**src/rtl/mesi_receptor.sv**
```systemverilog
// mesi_receptor: snoop-side half of a MESI cache controller.
// Holds the MESI state of every line of one cache. It answers rm/wm bus
// snoops by downgrading or invalidating the addressed line, and it runs a
// write-back handshake when the snooped line is Modified. The local emitter
// shares the same state table through the loc_* port.
module mesi_receptor #(
    parameter int ADDR_W = 2
) (
    input  logic              clock,
    input  logic              reset,
    input  logic              bus_valid,
    output logic              bus_ready,
    input  logic [1:0]        bus_msg,
    input  logic [ADDR_W-1:0] bus_addr,
    output logic              shared,
    output logic              wb_req,
    output logic [ADDR_W-1:0] wb_addr,
    input  logic              wb_ack,
    output logic              snoop_done,
    output logic              snoop_inval,
    input  logic              loc_we,
    input  logic [ADDR_W-1:0] loc_addr,
    input  logic [1:0]        loc_estado,
    output logic [1:0]        loc_estado_q
);

    localparam int NLINES = 1 << ADDR_W;

    // Line state encoding, shared with the local emitter
    localparam logic [1:0] ST_M = 2'b00;
    localparam logic [1:0] ST_E = 2'b01;
    localparam logic [1:0] ST_S = 2'b10;
    localparam logic [1:0] ST_I = 2'b11;

    // Bus message encoding
    localparam logic [1:0] MSG_RH = 2'b00;
    localparam logic [1:0] MSG_RM = 2'b01;
    localparam logic [1:0] MSG_WH = 2'b10;
    localparam logic [1:0] MSG_WM = 2'b11;

    typedef enum logic [1:0] {
        IDLE    = 2'd0,
        LOOKUP  = 2'd1,
        WB_WAIT = 2'd2,
        DONE    = 2'd3
    } state_t;

    state_t              state_q;
    logic [1:0]          lineTbl_q [NLINES];
    logic [1:0]          msg_q;
    logic [ADDR_W-1:0]   addr_q;
    logic [1:0]          nxt_q;
    logic                inval_q;

    logic                busReady_q;
    logic                shared_q;
    logic                wbReq_q;
    logic [ADDR_W-1:0]   wbAddr_q;
    logic                snoopDone_q;
    logic                snoopInval_q;

    logic [1:0]          curS_d;
    logic [1:0]          nxtS_d;
    logic                needWb_d;
    logic                snoopWr_d;
    logic                invalS_d;
    logic [1:0]          fwdS_d;

    // Decide what the snooped line becomes, and whether memory must get the dirty data first
    always_comb begin
        curS_d    = lineTbl_q[addr_q];
        nxtS_d    = curS_d;
        needWb_d  = 1'b0;
        snoopWr_d = 1'b0;
        case (msg_q)
            MSG_RM: begin
                snoopWr_d = 1'b1;
                needWb_d  = (curS_d == ST_M);
                nxtS_d    = (curS_d == ST_I) ? ST_I : ST_S;
            end
            MSG_WM: begin
                snoopWr_d = 1'b1;
                needWb_d  = (curS_d == ST_M);
                nxtS_d    = ST_I;
            end
            MSG_RH, MSG_WH: begin
                snoopWr_d = 1'b0;
            end
            default: begin
                snoopWr_d = 1'b0;
            end
        endcase
        invalS_d = (curS_d != ST_I) && (nxtS_d == ST_I);
    end

    // The value LOOKUP will see: a local write on the accept edge lands before the lookup,
    // so shared (registered on the accept edge) must already reflect it
    always_comb begin
        fwdS_d = lineTbl_q[bus_addr];
        if (loc_we && (loc_addr == bus_addr)) begin
            fwdS_d = loc_estado;
        end
    end

    // Snoop sequencer and state table; the snoop write comes last so it wins a same-index clash
    always_ff @(posedge clock) begin
        if (reset) begin
            state_q      <= IDLE;
            msg_q        <= MSG_RH;
            addr_q       <= '0;
            nxt_q        <= ST_I;
            inval_q      <= 1'b0;
            busReady_q   <= 1'b0;
            shared_q     <= 1'b0;
            wbReq_q      <= 1'b0;
            wbAddr_q     <= '0;
            snoopDone_q  <= 1'b0;
            snoopInval_q <= 1'b0;
            for (int i = 0; i < NLINES; i++) begin
                lineTbl_q[i] <= ST_I;
            end
        end else begin
            busReady_q   <= 1'b0;
            shared_q     <= 1'b0;
            snoopDone_q  <= 1'b0;
            snoopInval_q <= 1'b0;

            if (loc_we) begin
                lineTbl_q[loc_addr] <= loc_estado;
            end

            case (state_q)
                IDLE: begin
                    if (bus_valid && busReady_q) begin
                        msg_q    <= bus_msg;
                        addr_q   <= bus_addr;
                        shared_q <= (bus_msg == MSG_RM) && (fwdS_d != ST_I);
                        state_q  <= LOOKUP;
                    end else begin
                        busReady_q <= 1'b1;
                    end
                end
                LOOKUP: begin
                    nxt_q   <= nxtS_d;
                    inval_q <= invalS_d;
                    if (needWb_d) begin
                        wbReq_q  <= 1'b1;
                        wbAddr_q <= addr_q;
                        state_q  <= WB_WAIT;
                    end else begin
                        if (snoopWr_d) begin
                            lineTbl_q[addr_q] <= nxtS_d;
                        end
                        snoopDone_q  <= 1'b1;
                        snoopInval_q <= invalS_d;
                        state_q      <= DONE;
                    end
                end
                WB_WAIT: begin
                    if (wb_ack) begin
                        lineTbl_q[addr_q] <= nxt_q;
                        wbReq_q           <= 1'b0;
                        snoopDone_q       <= 1'b1;
                        snoopInval_q      <= inval_q;
                        state_q           <= DONE;
                    end
                end
                DONE: begin
                    busReady_q <= 1'b1;
                    state_q    <= IDLE;
                end
                default: begin
                    state_q <= IDLE;
                end
            endcase
        end
    end

    assign bus_ready    = busReady_q;
    assign shared       = shared_q;
    assign wb_req       = wbReq_q;
    assign wb_addr      = wbAddr_q;
    assign snoop_done   = snoopDone_q;
    assign snoop_inval  = snoopInval_q;
    assign loc_estado_q = lineTbl_q[loc_addr];

endmodule

```
**config.mk**
```make
export PLATFORM = sky130hd
export DESIGN_NAME = mesi_receptor
export DESIGN_NICKNAME = d
export VERILOG_FILES = /design/src/rtl/mesi_receptor.sv
export SDC_FILE = /design/constraint.sdc
export NUM_CORES = 1
export LEC_CHECK = 0
export CAP_MARGIN = 5
export CORE_ASPECT_RATIO = 2
export CORE_MARGIN = 1
export CORE_UTILIZATION = 53
export CTS_BUF_LIST = sky130_fd_sc_hd__clkbuf_8 sky130_fd_sc_hd__clkbuf_16
export DETAILED_ROUTE_END_ITERATION = 7
export PLACE_DENSITY = 0.78
export RECOVER_POWER = 100
export SLEW_MARGIN = 25
export SYNTH_ARGS = -nofsm -noshare
export SYNTH_HDL_FRONTEND = slang
export SYNTH_SLANG_ARGS = --single-unit
```
**constraint.sdc**
```tcl
create_clock -name clock -period 2.2 [get_ports clock]
set_input_delay 0.33 -clock clock [delete_from_list [all_inputs] [get_ports clock]]
set_output_delay 0.33 -clock clock [all_outputs]
set_load 0.02 [all_outputs]
```
After elaboration in Yosys (flattened, before gate mapping)
Memory sizes are Yosys's and may differ from the RTL's. A register that Yosys moved wholly into a read port is not among the register bits.
Cells that the tools add are included.
- memories: 1
- word-level logic and storage cells: 89
- RAM bits: 8
- bits in registers: 16
- memory list (name ; words ; width ; rd ports ; clocked after memory_dff ; wr ports ; RTL line ; text):
    lineTbl_q ; 4 ; 2 ; 3 ; 1 ; 4 ; 49 ; logic [1:0] lineTbl_q [NLINES];
- bitwise operators: 3
- equal/unequal tests: 15
- reduce and logical (&&, ||, !) cells: 17
- muxes and demuxes: 42
- operator list (kind ; number):
    1-bit two-way mux ; 25
    2-bit two-way mux ; 10
    2-bit equality test (second input constant) ; 6
    2-bit != test (second input constant) ; 5
    1-bit one-hot mux with 2 select lines ; 5
    2-bit one-hot mux with 4 select lines ; 1
    2-bit OR reduction ; 4
    2-bit by 1-bit equality test with 1-bit output (second input constant) ; 3
    2-bit logical NOT ; 3
    2-bit AND reduction ; 3
    1-bit logical AND ; 4
    2-bit one-hot mux with 2 select lines ; 1
    3-bit AND reduction ; 1
    3-bit OR reduction ; 1
    2-bit equality test ; 1
    1-bit NOT ; 2
    2-bit nonzero test ; 1
    1-bit OR ; 1

Longest topological paths before layout
- word-level depth: 11
- mapped depth: 7

Worst setup path before layout
No wires, ideal clock.
- kind: register to register
- start point: reg with a tool-made name
- end point: mem lineTbl_q[0][0], enable pin
- stages on the path, launching flop included: 5
- setup slack: 0.185 ns
- library setup time: 0.261 ns
- arrival: 1.754 ns
- buffers on the path: 0
- cells stage by stage: dfxtp_1 > mux4_2 > o2111ai_4 > a211oi_2 > or3_1
- RTL lines (what ; RTL line):
    end, declared ; 49

==> impl_metrics.toml <==
[global_routing]
grt.overflow.total = 0
grt_pass1_vias = 1274
grt_max_degree = 15
track_usage_pct = 26.8
antenna_found_initial = 0
grt_pass1_wl_microns = 5620

[synthesis]
synth.area.top_cells = "dfxtp_1 (24%), edfxtp_1 (16%), mux2i_1 (13%)"
seq_area_frac_synth_pct = 39.9
async_flop_share_pct = 0
synthMuxAreaShare_pct = 19.3
ys.flop_type = "dfxtp_1"
yosysWarnings = 0
yosys.area.top_type = "dfxtp_1"
synth.top_cell.area_share_pct = 24.0
synthSimpleGateAreaFrac_pct = 19.6
syn_nets = 169
synth_seq_cells = 26
netlist_area_sq_um = 1500
synthAdderAreaFrac_pct = 4.16
syn_area_per_cell_sq_um = 9.96
syn_inst = 151
synth-compound-area-share_pct = 13.1
synth_cell_types = 38
yosys.area_share.xor_xnor_pct = 1.16
synth_top_family_by_area = "simple AND/OR/NAND/NOR gates"
synth_edf_count = 8

[final_layout]
final_area_sq_um = 1890
n_antenna_cell = 0
area_delta_synth_final_pct = 25.7
nets = 206
drive_above_1_share_pct = 17.1

[sta]
relSlewSlack_pct = 71.9
finalWorstPathRequiredPeriod_ns = 2.11
fin_ws_ns = 0.0857
drv_slew = 0
final.period_utilization_pct = 96.1
hold_viol_final = 0
fmax_ghz = 0.473
worstMarginPinSlew_ns = 0.418
rsz0062_at_grt = "false"
skew_ns = 0.0106
setup_viol = 0
tns_ns = 0

[cts]
hold_buffers = 0
numCtsBuffers = 3
clk_pin_slew_ns = 0.09
cts.sinks = 26
cts_tree = "built"
cts_htree_levels = 1
ctsRootBufferMaster = "clkbuf_8"
cts_buffer_depth = 2
insertion_delay_ns = 0.28

[worst_setup_path]
cp.arrival_ns = 2.14
critPathLaunch = "lineTbl_q[0][0]"
r2r_start = "lineTbl_q[0][0]"
cp.required_ns = 2.22
crit_fanout = 4
startpoint_type = "flop"
worstSetupPathType = "reg2reg"
worst_setup_path_end_kind = "flop"

[detailed_routing]
drt.antenna.violating_nets = 0
totalWireLength_microns = 3610
vias = 1266
route.detailed.drc = 0
post_drt_wl_per_cell_microns = 16.7
avgViaCountPerCell = 5.86
dr.pass1.iters = 4
drtIter0Drc = 33

[power_and_ir_drop]
total_power_w = 0.00141
powerDensity_nw_per_um2 = 748
peakVddDrop_mv = 0.495
p_leak_nw = 0.726

[place]
port_buffers = 21
post_dp_cell_area_sq_um = 1860
place_ws_ns = -0.119
routabilityCongestion = 0.801
dp_hpwl_microns = 3020

[worst_hold_path]
min_path_type = "reg2reg"
hp-start = "wb_req"

[floorplan]
die_area_sq_um = 3070
coreArea_sq_um = 2740
die-height_microns = 77.3
rows = 27
pin_count = 22
fp.dieW_microns = 39.7
initial_core_util_pct = 55.0

[run]
maxCapViolCount = 0

[run_status]
status = "completed"
[critical path, stage by stage, from the launching register on]
cell       delay, ns
edfxtp_1        0.45
mux4_2          0.55
o2111ai_4       0.31
a211oi_2        0.15
or3_1           0.41
[registers in the layout, indices dropped and copies added (netlist names), named ones only]
signal and flops:
msg_q 2, lineTbl_q 8, snoop_done 1, state_q 2, bus_ready 1, wb_addr 2, inval_q 1, snoop_inval 1
addr_q 2, wb_req 1, shared 1, nxt_q 2
[stage by stage]
stage / hold WS, ns / util [%] / std cells
global route: 0.498 / 69.1 / 216
global placement: 0.442 / 67.9 / 212
detailed placement: 0.474 / 67.9 / 212
finish: 0.479 / 69.1 / 216
floorplan: 0.446 / - / 151
CTS: 0.489 / 69.5 / 216
[worst paths after layout]
kind / endpoint / slack [ns] / cells after the start
worst min-delay path: wb_req / 0.48 / 2
worst min register to register: wb_req / 0.48 / 2
worst max register to register: lineTbl_q[0][0] / 0.09 / 4
worst max-delay path: lineTbl_q[0][0] / 0.09 / 4
[cell usage in the layout (no fill, tap or decap), types with 2 or more instances in the layout]
master	count
o211ai_1	2
clkbuf_8	3
o21ai_0	3
nor3_1	5
clkdlybuf4s50_1	12
xnor2_1	2
nor4_1	2
nand3_1	6
or3b_1	2
a21oi_2	2
buf_4	16
nand2_1	13
or3b_2	2
mux2i_1	20
ha_1	5
edfxtp_1	8
dlygate4sd3_1	7
nand4_1	2
dlygate4sd2_1	2
clkbuf_1	2
a21o_1	2
dfxtp_1	17
inv_1	5
nand2b_1	3
mux4_2	4
a21oi_1	6
nor2_1	19
[where the power goes]
group | leakage [nW] | switching (W) | internal [W]
logic | 0.478 | 0.000291 | 0.000240
clock network | 0.0269 | 0.000152 | 0.000125
registers | 0.221 | 0.0000492 | 0.000557
[what timing repair did]
item / CTS / global route
gates resized for setup: 2 / 1
pin swaps: 0 / 1
endpoints found under the setup margin: 2 / 4
setup buffers: 0 / 0
[layer usage]
| layer | up-vias | wire length [microns] | track usage [%] |
|---|---|---|---|
| met5 | - | 0 | 0 |
| met4 | 0 | 93 | 12.8 |
| met3 | 6 | 74 | 2.57 |
| met2 | 38 | 2230 | 50.5 |
| met1 | 590 | 1210 | 25.5 |
| li1 | 632 | - | - |
[kinds of logic (layout without fill, tap and decap cells)]
logic type	Yosys count	in the layout
AO/OA/AOI/OAI	24	24
XOR/XNOR	2	2
adder cells (fa/ha/maj)	5	5
buffers and inverters	11	47
flip-flops	26	26
multiplexers	24	24
AND/OR/NAND/NOR	59	59
[synthesized netlist by cell type (2+ instances only)]
master / instances
or3b_2: 2
nand2_1: 13
o21ai_0: 3
a21o_1: 2
clkbuf_1: 5
xnor2_1: 2
a21oi_1: 5
dfxtp_1: 18
nand4_1: 2
inv_1: 4
mux4_2: 4
nand3_1: 6
nor3_1: 5
mux2i_1: 20
o211ai_1: 2
or3b_1: 2
nand2b_1: 3
a21oi_2: 3
nor2_1: 19
nor4_1: 2
ha_1: 5
edfxtp_1: 8
[final cells by class]
cell class | instances | area, sq um
multi-input cells | 114 | 857
fillers | 227 | 846
repair buffers | 39 | 335
inverters | 4 | 15.0
well taps | 29 | 36.3
clock buffers | 3 | 41.3
clock inverters | 1 | 3.75
flip-flops and latches | 26 | 602
Note: power is estimated with default switching activity, not from simulation.
